**config.mk**
```make
export PLATFORM = sky130hd
export DESIGN_NAME = hazard_pipe_tracker
export DESIGN_NICKNAME = d
export VERILOG_FILES = /design/src/rtl/mips_pipe_pkg.sv /design/src/rtl/pipe_stage_reg.sv /design/src/rtl/hazard_pipe_tracker.sv
export SDC_FILE = /design/constraint.sdc
export NUM_CORES = 1
export LEC_CHECK = 0
export BUFFER_PORTS_ARGS = -buffer_cell sky130_fd_sc_hd__buf_2
export CAP_MARGIN = 20
export CORE_ASPECT_RATIO = 0.5
export CORE_MARGIN = 4
export CORE_UTILIZATION = 40
export DETAILED_ROUTE_END_ITERATION = 16
export GPL_ROUTABILITY_DRIVEN = 0
export PLACE_DENSITY = 0.81
export SLEW_MARGIN = 20
export SYNTH_ARGS = -nofsm -noshare
export SYNTH_HDL_FRONTEND = slang
export SYNTH_SLANG_ARGS = --single-unit
```
**constraint.sdc**
```tcl
create_clock -name clk -period 1.9 [get_ports clk]
set_input_delay 0.38 -clock clk [delete_from_list [all_inputs] [get_ports clk]]
set_output_delay 0.38 -clock clk [all_outputs]
set_load 0.05 [all_outputs]
```
**src/rtl/mips_pipe_pkg.sv**
```systemverilog
// rtl/mips_pipe_pkg.sv - shared stage control record and bubble constant for the E/M/W tracker
package mips_pipe_pkg;

    localparam int REG_W = 5;
    localparam int MTR_W = 2;

    typedef struct packed {
        logic             valid;
        logic [REG_W-1:0] rs;
        logic [REG_W-1:0] rt;
        logic [REG_W-1:0] write_reg;
        logic             reg_write;
        logic [MTR_W-1:0] mem_to_reg;
    } stage_ctrl_t;

    localparam stage_ctrl_t BUBBLE = '0;

endpackage

```
**src/rtl/pipe_stage_reg.sv**
```systemverilog
// rtl/pipe_stage_reg.sv - one pipeline control register, priority reset > hold > bubble > load
module pipe_stage_reg
    import mips_pipe_pkg::*;
(
    input  logic        clk,
    input  logic        reset,
    input  logic        hold,
    input  logic        bubble,
    input  stage_ctrl_t d,
    output stage_ctrl_t q
);

    stage_ctrl_t stage_d;
    stage_ctrl_t stage_q;

    always_comb begin
        stage_d = d;
        if (reset) begin
            stage_d = BUBBLE;
        end else if (hold) begin
            stage_d = stage_q;
        end else if (bubble) begin
            stage_d = BUBBLE;
        end
    end

    always_ff @(posedge clk) begin
        stage_q <= stage_d;
    end

    assign q = stage_q;

endmodule

```
**src/rtl/hazard_pipe_tracker.sv**
```systemverilog
// rtl/hazard_pipe_tracker.sv - D->E->M->W control pipeline feeding the hazard unit; HAZARD_PERF_CNT_EN adds bubble/retire counters
module hazard_pipe_tracker
    import mips_pipe_pkg::*;
#(
    parameter int CNT_W = 32
) (
    input  logic             clk,
    input  logic             reset,
    input  logic [REG_W-1:0] rsD,
    input  logic [REG_W-1:0] rtD,
    input  logic [REG_W-1:0] WriteRegD,
    input  logic             RegWriteD,
    input  logic [MTR_W-1:0] MemtoRegD,
    input  logic             ValidD,
    input  logic             StallD,
    input  logic             FlushE,
    input  logic             StallE,
    output logic [REG_W-1:0] rsE,
    output logic [REG_W-1:0] rtE,
    output logic [REG_W-1:0] WriteRegE,
    output logic             RegWriteE,
    output logic [MTR_W-1:0] MemtoRegE,
    output logic [REG_W-1:0] WriteRegM,
    output logic             RegWriteM,
    output logic [MTR_W-1:0] MemtoRegM,
    output logic [REG_W-1:0] WriteRegW,
    output logic             RegWriteW,
    output logic             RetireW,
    output logic [CNT_W-1:0] BubbleCnt,
    output logic [CNT_W-1:0] RetireCnt
);

    stage_ctrl_t d_fields;
    stage_ctrl_t w_in;
    stage_ctrl_t e_q;
    stage_ctrl_t m_q;
    stage_ctrl_t w_q;
    logic        unused_sig;

    // An invalid D slot keeps its operand fields but can never match as a writer.
    always_comb begin
        d_fields            = BUBBLE;
        d_fields.valid      = ValidD;
        d_fields.rs         = rsD;
        d_fields.rt         = rtD;
        d_fields.mem_to_reg = MemtoRegD;
        d_fields.write_reg  = ValidD ? WriteRegD : '0;
        d_fields.reg_write  = ValidD & RegWriteD;
    end

    always_comb begin
        w_in           = BUBBLE;
        w_in.valid     = m_q.valid;
        w_in.write_reg = m_q.write_reg;
        w_in.reg_write = m_q.reg_write;
    end

    pipe_stage_reg u_stage_e (
        .clk    (clk),
        .reset  (reset),
        .hold   (StallE),
        .bubble (FlushE),
        .d      (d_fields),
        .q      (e_q)
    );

    pipe_stage_reg u_stage_m (
        .clk    (clk),
        .reset  (reset),
        .hold   (1'b0),
        .bubble (StallE),
        .d      (e_q),
        .q      (m_q)
    );

    pipe_stage_reg u_stage_w (
        .clk    (clk),
        .reset  (reset),
        .hold   (1'b0),
        .bubble (1'b0),
        .d      (w_in),
        .q      (w_q)
    );

    assign rsE       = e_q.rs;
    assign rtE       = e_q.rt;
    assign WriteRegE = e_q.write_reg;
    assign RegWriteE = e_q.reg_write;
    assign MemtoRegE = e_q.mem_to_reg;
    assign WriteRegM = m_q.write_reg;
    assign RegWriteM = m_q.reg_write;
    assign MemtoRegM = m_q.mem_to_reg;
    assign WriteRegW = w_q.write_reg;
    assign RegWriteW = w_q.reg_write;
    assign RetireW   = w_q.valid;

    // D-stage hold is handled upstream; M/W operand fields are not consumed.
    assign unused_sig = ^{StallD, m_q.rs, m_q.rt, w_q.rs, w_q.rt, w_q.mem_to_reg};

`ifdef HAZARD_PERF_CNT_EN
    logic [CNT_W-1:0] bubble_cnt_d;
    logic [CNT_W-1:0] bubble_cnt_q;
    logic [CNT_W-1:0] retire_cnt_d;
    logic [CNT_W-1:0] retire_cnt_q;
    logic             e_bubble_evt;
    logic             m_bubble_evt;

    always_comb begin
        e_bubble_evt = !reset && !StallE && (FlushE || !ValidD);
        m_bubble_evt = !reset && StallE;
        bubble_cnt_d = bubble_cnt_q + CNT_W'(e_bubble_evt) + CNT_W'(m_bubble_evt);
        retire_cnt_d = retire_cnt_q + CNT_W'(RetireW);
        if (reset) begin
            bubble_cnt_d = '0;
            retire_cnt_d = '0;
        end
    end

    always_ff @(posedge clk) begin
        bubble_cnt_q <= bubble_cnt_d;
        retire_cnt_q <= retire_cnt_d;
    end

    assign BubbleCnt = bubble_cnt_q;
    assign RetireCnt = retire_cnt_q;
`else
    assign BubbleCnt = '0;
    assign RetireCnt = '0;
`endif

endmodule

```
Yosys cells after proc, flatten, opt, wreduce, memory -nomap -nowiden

Index checks and enable logic that the tools add are counted.
Widths: inputs -> output; s select.

Muxes and demuxes: 2
Bitwise operators: 1
Reductions and logical operators: 1

Operators by type and width:

| cell            | number |
|---|---|
| $mux 19         | 1 |
| $mux 5          | 1 |
| $reduce_or 2->1 | 1 |
| $and 1x1->1     | 1 |

Bits in registers: 35
Bits of input ports: 24
Output and inout port bits: 97

Longest topological paths before layout

Gate-level depths: netlist of the first run.

Depth after elaboration: 2
Gate-level depth with buffers: 5

Modules after synthesis

Synthesis of the first run repeated with hierarchy kept, for this count alone.

Cells, all modules: 326
Area total of the unflattened synthesis: 3002.9 um^2

By module, submodules not included:

| module              | instances | cells an instance | area an instance (um^2) | seq. area each (um^2) |
|---|---|---|---|---|
| pipe_stage_reg      | 3         | 85                | 827.0                   | 380.4 |
| hazard_pipe_tracker | 1         | 71                | 521.8                   | 0.0 |

Least setup slack after synthesis of the first run

OpenSTA, ideal clock, no wires.

Path type: input -> register
From: input StallE
To: register u_stage_e.stage_q, in the netlist u_stage_e.q[0]
Arrival: 1.016 ns
Data required time: 1.834 ns
Path slack: 0.818 ns
Stages on the path: 3
Cell sequence: buf_2 -> or3b_1 -> a21oi_2

RTL lines:

| item                 | line                      | text |
|---|---|---|
| from (decl)          | hazard_pipe_tracker.sv:17 | `input logic StallE,` |
| to (signal assigned) | pipe_stage_reg.sv:28      | `stage_q <= stage_d;` |
| to (decl)            | pipe_stage_reg.sv:14      | `stage_ctrl_t stage_q;` |

Worst setup path in the final report of the first run

From: register u_stage_e.stage_q, in the netlist u_stage_e.q[6]
To: output WriteRegE[3]

RTL lines:

| item      | line                      | text |
|---|---|---|
| to (decl) | hazard_pipe_tracker.sv:20 | `output logic [REG_W-1:0] WriteRegE,` |

No word-level cell between the ends.

==> impl_metrics.env, run 1 <==
export IMPL_insertion_delay_ps=280
export IMPL_layout_common_cells="64 x conb_1, 55 x buf_2, 35 x dfxtp_1, 19 x nand2_1, 13 x or3b_1"
export IMPL_synthSimpleGateAreaFrac_pct=18.96
export IMPL_leakage_nw=0.9509
export IMPL_slowest_delay_ps=350
export IMPL_grt_use_total_pct=9.870
export IMPL_final_core_utilization_pct=42.74
export IMPL_power_mw=1.869
export IMPL_fin_cells=303
export IMPL_h_tree_depth=2
export IMPL_ir_drop_uv=295.7
export IMPL_worst_slack_ps=606.7
export IMPL_drtIter0Drc=18
export IMPL_die_area_um2=6002
export IMPL_clk_pin_slew_worst_paths_ps=70
export IMPL_relSlewSlack_pct=63.98
export IMPL_final_hold_viol_count=0
export IMPL_row_count=17
export IMPL_skew_ps=0.5742
export IMPL_synth_compound_area_share_pct=6.955
export IMPL_crit_family="flip-flops"
export IMPL_tightest_slew_ps=540.3
export IMPL_muxShareOfSynthArea_pct=0
export IMPL_dp_final_hpwl_um=2374
export IMPL_root_buffer="clkbuf_8"
export IMPL_crit_path_max_fanout=3
export IMPL_initial_core_util_pct=42.49
export IMPL_cts_tree="yes"
export IMPL_cp_end_kind="output pin"
export IMPL_synth_cell_types=15
export IMPL_fin_setup_tns_ps=0
export IMPL_setup_viol=0
export IMPL_drive_gt1_share_pct=31.65
export IMPL_layout_commonest_cell="conb_1"
export IMPL_antennaDiodeCount=0
export IMPL_critical_path_reg2reg_startpoint="u_stage_e.q[5]$_SDFFE_PP0N_"
export IMPL_power_density_nw_per_um2=974.6
export IMPL_whs_path_depth=2
export IMPL_pre_cts_slack_ps=512.3
export IMPL_io_buffers=55
export IMPL_ys_warn_count=0
export IMPL_synth_xor_area_share_pct=0
export IMPL_grt_start_max_net_pins=40
export IMPL_cap_viol_max_count=0
export IMPL_synth_top_family_by_area="buffers and inverters"
export IMPL_cpMaxStageDelayCell="dfxtp_1"
export IMPL_reg2reg_depth=2
export IMPL_holdCritStartpoint="reset"
export IMPL_rsz0062_at_grt="no"
export IMPL_status="completed"
export IMPL_critPathKind="flip-flop to output pin"
export IMPL_fin_crit_sh_pct=68.07
export IMPL_ant_nets=0
export IMPL_critPathLaunchType="flip-flop"
export IMPL_cts_buffer_depth=2
export IMPL_first_pass_iters=4
export IMPL_grt_pass1_vias=1029
export IMPL_cts_resized=0
export IMPL_r2r_slack_ps=1250
export IMPL_antenna_found_initial=0
export IMPL_crit_chain="buf_2"
export IMPL_drcViolationCount=0
export IMPL_routedWlPerCell_um=10.12
export IMPL_die_h_um=56.82
export IMPL_period_minus_slack_ps=1293
export IMPL_globalRouteOverflowTotal=0
export IMPL_routed_wl_um=3065
export IMPL_syn_cell_area_um2=1907
export IMPL_coreArea_um2=4488
export IMPL_synth_seq_cells=35
export IMPL_hold_end="u_stage_w.q[5]$_SDFF_PP0_"
export IMPL_grt_pass1_wl_um=4623
export IMPL_clkSinkCount=35
export IMPL_avgSynthCellArea_um2=9.256
export IMPL_num_vias=1116
export IMPL_syn_inst=206
export IMPL_synth_adder_area_share_pct=0
export IMPL_die_x_um=105.6
export IMPL_crit_buf_inv=1
export IMPL_io_pins=121
export IMPL_crit_required_ps=1520
export IMPL_cts_hold_buf=0
export IMPL_cts_buffers=5
export IMPL_slew_viol_final=0
export IMPL_hold_class="primary input to flip-flop"
export IMPL_area_delta_synth_final_pct=0.5906
export IMPL_n_fill_cell=457
export IMPL_synth_seq_area_share_pct=36.75
export IMPL_via_per_inst=3.683
export IMPL_r2r_end="u_stage_e.q[5]$_SDFFE_PP0N_"
export IMPL_dpl_cell_count=295
export IMPL_fmax_ghz=0.7732
export IMPL_cts_setup_buffers=0
export IMPL_layout_nets=260
export IMPL_arrival_ps=910
-- per-layer routing --
layer / track usage (%) / share of wire [%] / wire length [um] / up-vias
li1: - / - / - / 561
met2: 17.84 / 50 / 1536 / 62
met1: 9.834 / 38 / 1179 / 488
met3: 4.133 / 9.6 / 295 / 5
met5: 0 / 0 / 0 / -
met4: 4.982 / 1.8 / 54 / 0
-- cell families (layout without fill, tap and decap cells) --
logic type | Yosys count | in the layout
buffers and inverters | 96 | 64
AND/OR/NAND/NOR | 55 | 55
flip-flops | 35 | 35
AO/OA/AOI/OAI | 19 | 19
other | 1 | 64
-- flip-flops by register name, indices dropped and copies added (netlist names) --
| signal | flops |
|---|---|
| u_stage_e.q | 19 |
| u_stage_m.q | 9 |
| u_stage_w.q | 7 |
-- cell usage after synthesis (all sizes together) --
| library cell | instances | area [um2] |
|---|---|---|
| nor2b | 7 | 43.79 |
| nand4bb | 6 | 72.57 |
| conb | 1 | 3.750 |
| a21oi | 19 | 132.6 |
| nand2 | 19 | 71.32 |
| or3b | 13 | 113.9 |
| clkbuf | 1 | 3.750 |
| nor2 | 1 | 3.750 |
| and2 | 9 | 56.30 |
| dfxtp | 35 | 700.7 |
| buf | 95 | 704.4 |
-- stage by stage --
step	area [um2]	hold slack [ps]
3_3_place_gp	1800	429.0
4_1_cts	1918	346.5
5_1_grt	1918	351.9
2_1_floorplan	2143	413.8
6_report	1918	352.8
3_5_place_dp	1800	439.7
-- cell type report --
type / instances / area, um2 / area share (%)
Clock buffer: 6 / 82.58 / 4.305
Sequential cell: 35 / 700.7 / 36.53
Timing Repair Buffer: 56 / 282.8 / 14.74
Tap cell: 66 / 82.58 / 4.305
Clock inverter: 2 / 35.03 / 1.826
Multi-Input combinational cell: 138 / 734.5 / 38.29
-- worst max path at each step --
stage	from	end	depth (start not counted)
global route	u_stage_e.q[6]$_SDFFE_PP0N_	WriteRegE[3]	1
global placement	StallE	u_stage_m.q[7]$_SDFF_PP0_	3
finish	u_stage_e.q[6]$_SDFFE_PP0N_	WriteRegE[3]	1
floorplan	StallE	u_stage_e.q[0]$_SDFFE_PP0N_	3
CTS	u_stage_e.q[6]$_SDFFE_PP0N_	WriteRegE[3]	1
detailed placement	StallE	u_stage_m.q[0]$_SDFF_PP0_	3
-- power breakdown --
part	internal (mW)	total (mW)	leakage (nW)	switching, mW
Clock	0.424	0.681	0.0612	0.257
Combinational	0.0500	0.430	0.606	0.380
Sequential	0.750	0.758	0.284	0.00810
Total	1.22	1.87	0.951	0.646
No activity file was read; power rests on OpenSTA's default activity.
==> run 2, diff against run 1 <==
Clock period 1.9 ns to 1.35 ns, I/O delays scaled along.
==> run 2 against run 1 <==
  * Clock power increased by 34%
  * Wire length decreased by 0.78%
  * Non-clock buffer count unchanged
  * Worst hold slack got worse by 82 ps
  * Clock-buffer cell count decreased by 1
  * Worst setup slack got worse by 440 ps
  * Critical path type unchanged
  * Critical endpoint unchanged
  * Largest cell class unchanged
  * Highest routed layer unchanged
==> impl_metrics.env, run 2 (synthesized netlist as in run 1, its figures left out) <==
export IMPL_cts_resized=0
export IMPL_globalRouteOverflowTotal=0
export IMPL_routedWlPerCell_um=10.04
export IMPL_period_minus_slack_ps=1185
export IMPL_grt_pass1_vias=1080
export IMPL_critical_path_reg2reg_startpoint="u_stage_e.q[6]$_SDFFE_PP0N_"
export IMPL_grt_use_total_pct=9.546
export IMPL_insertion_delay_ps=280
export IMPL_io_pins=121
export IMPL_clkSinkCount=35
export IMPL_antennaDiodeCount=0
export IMPL_via_per_inst=3.696
export IMPL_cts_setup_buffers=0
export IMPL_grt_pass1_wl_um=4581
export IMPL_critPathKind="flip-flop to output pin"
export IMPL_layout_nets=260
export IMPL_dp_final_hpwl_um=2328
export IMPL_hold_class="primary input to flip-flop"
export IMPL_cts_buffers=5
export IMPL_first_pass_iters=4
export IMPL_layout_commonest_cell="conb_1"
export IMPL_power_frac_clock_pct=35.3
export IMPL_cp_end_kind="output pin"
export IMPL_critPathLaunchType="flip-flop"
export IMPL_r2r_slack_ps=700
export IMPL_largest_register_ffs=19
export IMPL_drive_gt1_share_pct=31.65
export IMPL_power_density_nw_per_um2=1350
export IMPL_die_area_um2=6002
export IMPL_layout_common_cells="64 x conb_1, 55 x buf_2, 35 x dfxtp_1, 19 x nand2_1, 13 x or3b_1"
export IMPL_power_switching_uw=907.2
export IMPL_r2r_end="u_stage_e.q[6]$_SDFFE_PP0N_"
export IMPL_setup_viol=0
export IMPL_routed_wl_um=3041
export IMPL_swShare_pct=35.14
export IMPL_fmax_ghz=0.8436
export IMPL_crit_chain="buf_2"
export IMPL_reg2reg_depth=2
export IMPL_area_delta_synth_final_pct=0.3278
export IMPL_drcViolationCount=0
export IMPL_slowest_delay_ps=360
export IMPL_die_x_um=105.6
export IMPL_seqPwrFrac_pct=41.3
export IMPL_ir_drop_uv=453.5
export IMPL_fin_setup_tns_ps=0
export IMPL_root_buffer="clkbuf_8"
export IMPL_fin_crit_sh_pct=87.80
export IMPL_dpl_cell_count=295
export IMPL_fin_cells=303
export IMPL_crit_path_max_fanout=3
export IMPL_status="completed"
export IMPL_clk_pin_slew_worst_paths_ps=70
export IMPL_relSlewSlack_pct=63.21
export IMPL_combPwrFrac_pct=23.4
export IMPL_p_int_mw=1.675
export IMPL_crit_required_ps=1080
export IMPL_cts_tree="yes"
export IMPL_rsz0062_at_grt="no"
export IMPL_drtIter0Drc=42
export IMPL_num_vias=1120
export IMPL_skew_ps=2.923
export IMPL_cts_buffer_depth=2
export IMPL_cpMaxStageDelayCell="dfxtp_1"
export IMPL_arrival_ps=920
export IMPL_antenna_found_initial=0
export IMPL_final_hold_viol_count=0
export IMPL_crit_family="flip-flops"
export IMPL_grt_start_max_net_pins=40
export IMPL_ant_nets=0
export IMPL_n_fill_cell=439
export IMPL_crit_path_end="WriteRegE[3]"
export IMPL_crit_buf_inv=1
export IMPL_setup_worst_path_start="u_stage_e.q[6]$_SDFFE_PP0N_"
export IMPL_tightest_slew_ps=551.8
export IMPL_cap_viol_max_count=0
export IMPL_io_buffers=55
export IMPL_initial_core_util_pct=42.49
export IMPL_cts_hold_buf=0
export IMPL_slew_viol_final=0
export IMPL_leakage_nw=0.9479
export IMPL_cp_num_cells=1
export IMPL_row_count=17
export IMPL_die_h_um=56.82
export IMPL_h_tree_depth=2
export IMPL_coreArea_um2=4488
run 2: worst min-delay path: cells and delay by family:
kind            cells  cell delay [ps]
compound gates      1               50
buf+inv             1              100
simple gates        1               70
run 2: final cells by class:
class                           instances  area [um2]  area share [%]
Multi-Input combinational cell        138       734.5           38.39
Sequential cell                        35       700.7           36.63
Timing Repair Buffer                   56       282.8           14.78
Tap cell                               66       82.58           4.317
Clock buffer                            5       68.82           3.597
Clock inverter                          3       43.79           2.289
run 2: worst min path at each step:
stage	cells past startpoint	endpoint	start
4_1_cts	3	u_stage_e.q[7]$_SDFFE_PP0N_	WriteRegD[4]
6_report	3	u_stage_e.q[7]$_SDFFE_PP0N_	WriteRegD[4]
3_5_place_dp	1	u_stage_w.q[18]$_SDFF_PP0_	u_stage_m.q[18]$_SDFF_PP0_
5_1_grt	3	u_stage_e.q[4]$_SDFFE_PP0N_	WriteRegD[1]
2_1_floorplan	1	u_stage_w.q[18]$_SDFF_PP0_	u_stage_m.q[18]$_SDFF_PP0_
3_3_place_gp	1	u_stage_w.q[18]$_SDFF_PP0_	u_stage_m.q[18]$_SDFF_PP0_
run 2: stage by stage:
step / setup WS, ps / power, mW / utilization [%] / area, um2 / hold WS, ps
2_1_floorplan: 378.1 / 1.801 / - / 2143 / 413.8
3_3_place_gp: 142.2 / 1.683 / 40.12 / 1800 / 424.9
3_5_place_dp: 74.86 / 1.689 / 40.12 / 1800 / 422.0
4_1_cts: 140.2 / 2.606 / 42.63 / 1913 / 262.0
5_1_grt: 107.8 / 2.689 / 42.63 / 1913 / 264.7
6_report: 164.6 / 2.582 / 42.63 / 1913 / 270.6
run 2: routing by layer:
metal	global-route usage, %	routed length, um	vias up
li1	-	-	566
met5	0	0	-
met4	6.089	69	0
met3	3.330	316	7
met1	10.03	1150	484
met2	16.49	1504	63
run 2: power groups by stage:
stage | combinational (mW) | clock (mW) | sequential [mW]
global route | 0.631 | 0.990 | 1.07
floorplan | 0.707 | 0 | 1.09
global placement | 0.594 | 0 | 1.09
finish | 0.605 | 0.911 | 1.07
detailed placement | 0.600 | 0 | 1.09
CTS | 0.601 | 0.940 | 1.07
==> run 3, diff against run 2 <==
Settings changed: CTS_BUF_LIST set to sky130_fd_sc_hd__clkbuf_16.
==> run 3 against run 2 <==
  * Worst hold slack better by 9.1 ps
  * Register-to-register slack better by 20 ps
  * Flip-flop and latch count stayed put
  * First-iteration DRC count is 38% lower
  * Clock skew is 1.6 ps lower
  * Largest power group is now the clock network
  * Critical endpoint unchanged
  * Sequential share of layout area is 1.0 points lower
  * Design area is 2.9% higher
  * Via count is 1.8% higher
  * Non-clock buffer count stayed put
==> impl_metrics.env, run 3 (synthesized netlist as in run 1, its figures left out) <==
export IMPL_status="completed"
export IMPL_grt_pass1_wl_um=4629
export IMPL_cpMaxStageDelayCell="dfxtp_1"
export IMPL_routedWlPerCell_um=10.09
export IMPL_period_minus_slack_ps=1171
export IMPL_layout_commonest_cell="conb_1"
export IMPL_final_hold_viol_count=0
export IMPL_slowest_delay_ps=350
export IMPL_critPathKind="flip-flop to output pin"
export IMPL_crit_buf_inv=1
export IMPL_die_x_um=105.6
export IMPL_seqCellArea_um2=700.7
export IMPL_routed_wl_um=3058
export IMPL_power_density_nw_per_um2=1493
export IMPL_arrival_ps=900
export IMPL_ant_nets=0
export IMPL_power_mw=2.940
export IMPL_drtIter0Drc=26
export IMPL_drive_gt1_share_pct=31.65
export IMPL_dpl_cell_count=295
export IMPL_crit_path_max_fanout=3
export IMPL_globalRouteOverflowTotal=0
export IMPL_grt_start_max_net_pins=40
export IMPL_clk_pin_slew_worst_paths_ps=50
export IMPL_h_tree_depth=2
export IMPL_critPathLaunchType="flip-flop"
export IMPL_io_pins=121
export IMPL_pre_cts_slack_ps=74.86
export IMPL_layout_nets=260
export IMPL_die_area_um2=6002
export IMPL_multiInputGateArea_um2=734.5
export IMPL_cp_end_kind="output pin"
export IMPL_hold_class="primary input to flip-flop"
export IMPL_die_h_um=56.82
export IMPL_skew_ps=1.283
export IMPL_fin_crit_sh_pct=86.77
export IMPL_dp_final_hpwl_um=2328
export IMPL_n_fill_cell=433
export IMPL_fmax_ghz=0.8537
export IMPL_area_delta_synth_final_pct=3.281
export IMPL_drcViolationCount=0
export IMPL_largest_register_ffs=19
export IMPL_cts_tree="yes"
export IMPL_cts_buffer_depth=2
export IMPL_crit_chain="buf_2"
export IMPL_via_per_inst=3.762
export IMPL_initial_core_util_pct=42.49
export IMPL_ir_drop_uv=476.3
export IMPL_cts_resized=0
export IMPL_fin_cells=303
export IMPL_setup_viol=0
export IMPL_worst_slack_ps=178.7
export IMPL_clkSinkCount=35
export IMPL_first_pass_iters=4
export IMPL_crit_family="flip-flops"
export IMPL_tightest_slew_ps=543.9
export IMPL_coreArea_um2=4488
export IMPL_antenna_found_initial=0
export IMPL_crit_required_ps=1080
export IMPL_num_vias=1140
export IMPL_root_buffer="clkbuf_16"
export IMPL_slew_viol_final=0
export IMPL_relSlewSlack_pct=63.74
export IMPL_cap_viol_max_count=0
export IMPL_fin_setup_tns_ps=0
export IMPL_grt_pass1_vias=1102
export IMPL_io_buffers=55
export IMPL_insertion_delay_ps=270
export IMPL_layout_common_cells="64 x conb_1, 55 x buf_2, 35 x dfxtp_1, 19 x nand2_1, 13 x or3b_1"
export IMPL_cts_hold_buf=0
export IMPL_cts_setup_buffers=0
export IMPL_grt_use_total_pct=9.595
export IMPL_antennaDiodeCount=0
export IMPL_whs_ps=279.6
export IMPL_leakage_nw=0.9735
export IMPL_rsz0062_at_grt="no"
export IMPL_row_count=17
export IMPL_cts_buffers=5
==> run 3: cell counts in the layout (fill, tap and decap cells not counted) <==
Identical to the previous run, type by type.
==> run 3: worst reg2reg max path, delay by kind of cell (launching register included) <==
kind	cells	cell delay [ps]
DFF	1	340
AOI/OAI and AO/OA	1	160
and+or+nand+nor	1	70
==> run 3: report_power, final <==
group	internal, mW	switching [mW]
Combinational	0.0705	0.535
Clock	0.868	0.399
Sequential	1.06	0.0108
Total	2.00	0.945
==> run 3: worst paths after layout <==
check / from / endpoint / slack, ps / cells past startpoint
min: WriteRegD[4] / u_stage_e.q[7]$_SDFFE_PP0N_ / 280 / 3
max reg2reg: u_stage_e.q[3]$_SDFFE_PP0N_ / u_stage_e.q[3]$_SDFFE_PP0N_ / 720 / 2
max: u_stage_e.q[6]$_SDFFE_PP0N_ / WriteRegE[3] / 180 / 1
min reg2reg: u_stage_m.q[18]$_SDFF_PP0_ / u_stage_w.q[18]$_SDFF_PP0_ / 430 / 1
==> run 3: per-stage QoR <==
stage	area [um2]	util, %
after floorplan	2143	-
after CTS	1969	43.88
after detailed placement	1800	40.12
final	1969	43.88
after global placement	1800	40.12
after global routing	1969	43.88
==> run 3: metal layers <==
metal  routed length [um]  global-route usage (%)  share of wire, %  vias to the layer above
met4                   28                   4.797              0.92                        0
li1                     -                       -                 -                      570
met2                 1569                   17.57                51                       63
met1                 1146                   9.820                37                      505
met3                  313                   3.330                10                        2
met5                    0                       0                 0                        -
==> run 3: cell type report <==
class                      count  area share (%)
multi-input combinational    138           37.29
sequential                    35           35.58
timing repair buffer          56           14.36
clock buffer                   5           6.353
tap                           66           4.193
clock inverter                 3           2.224
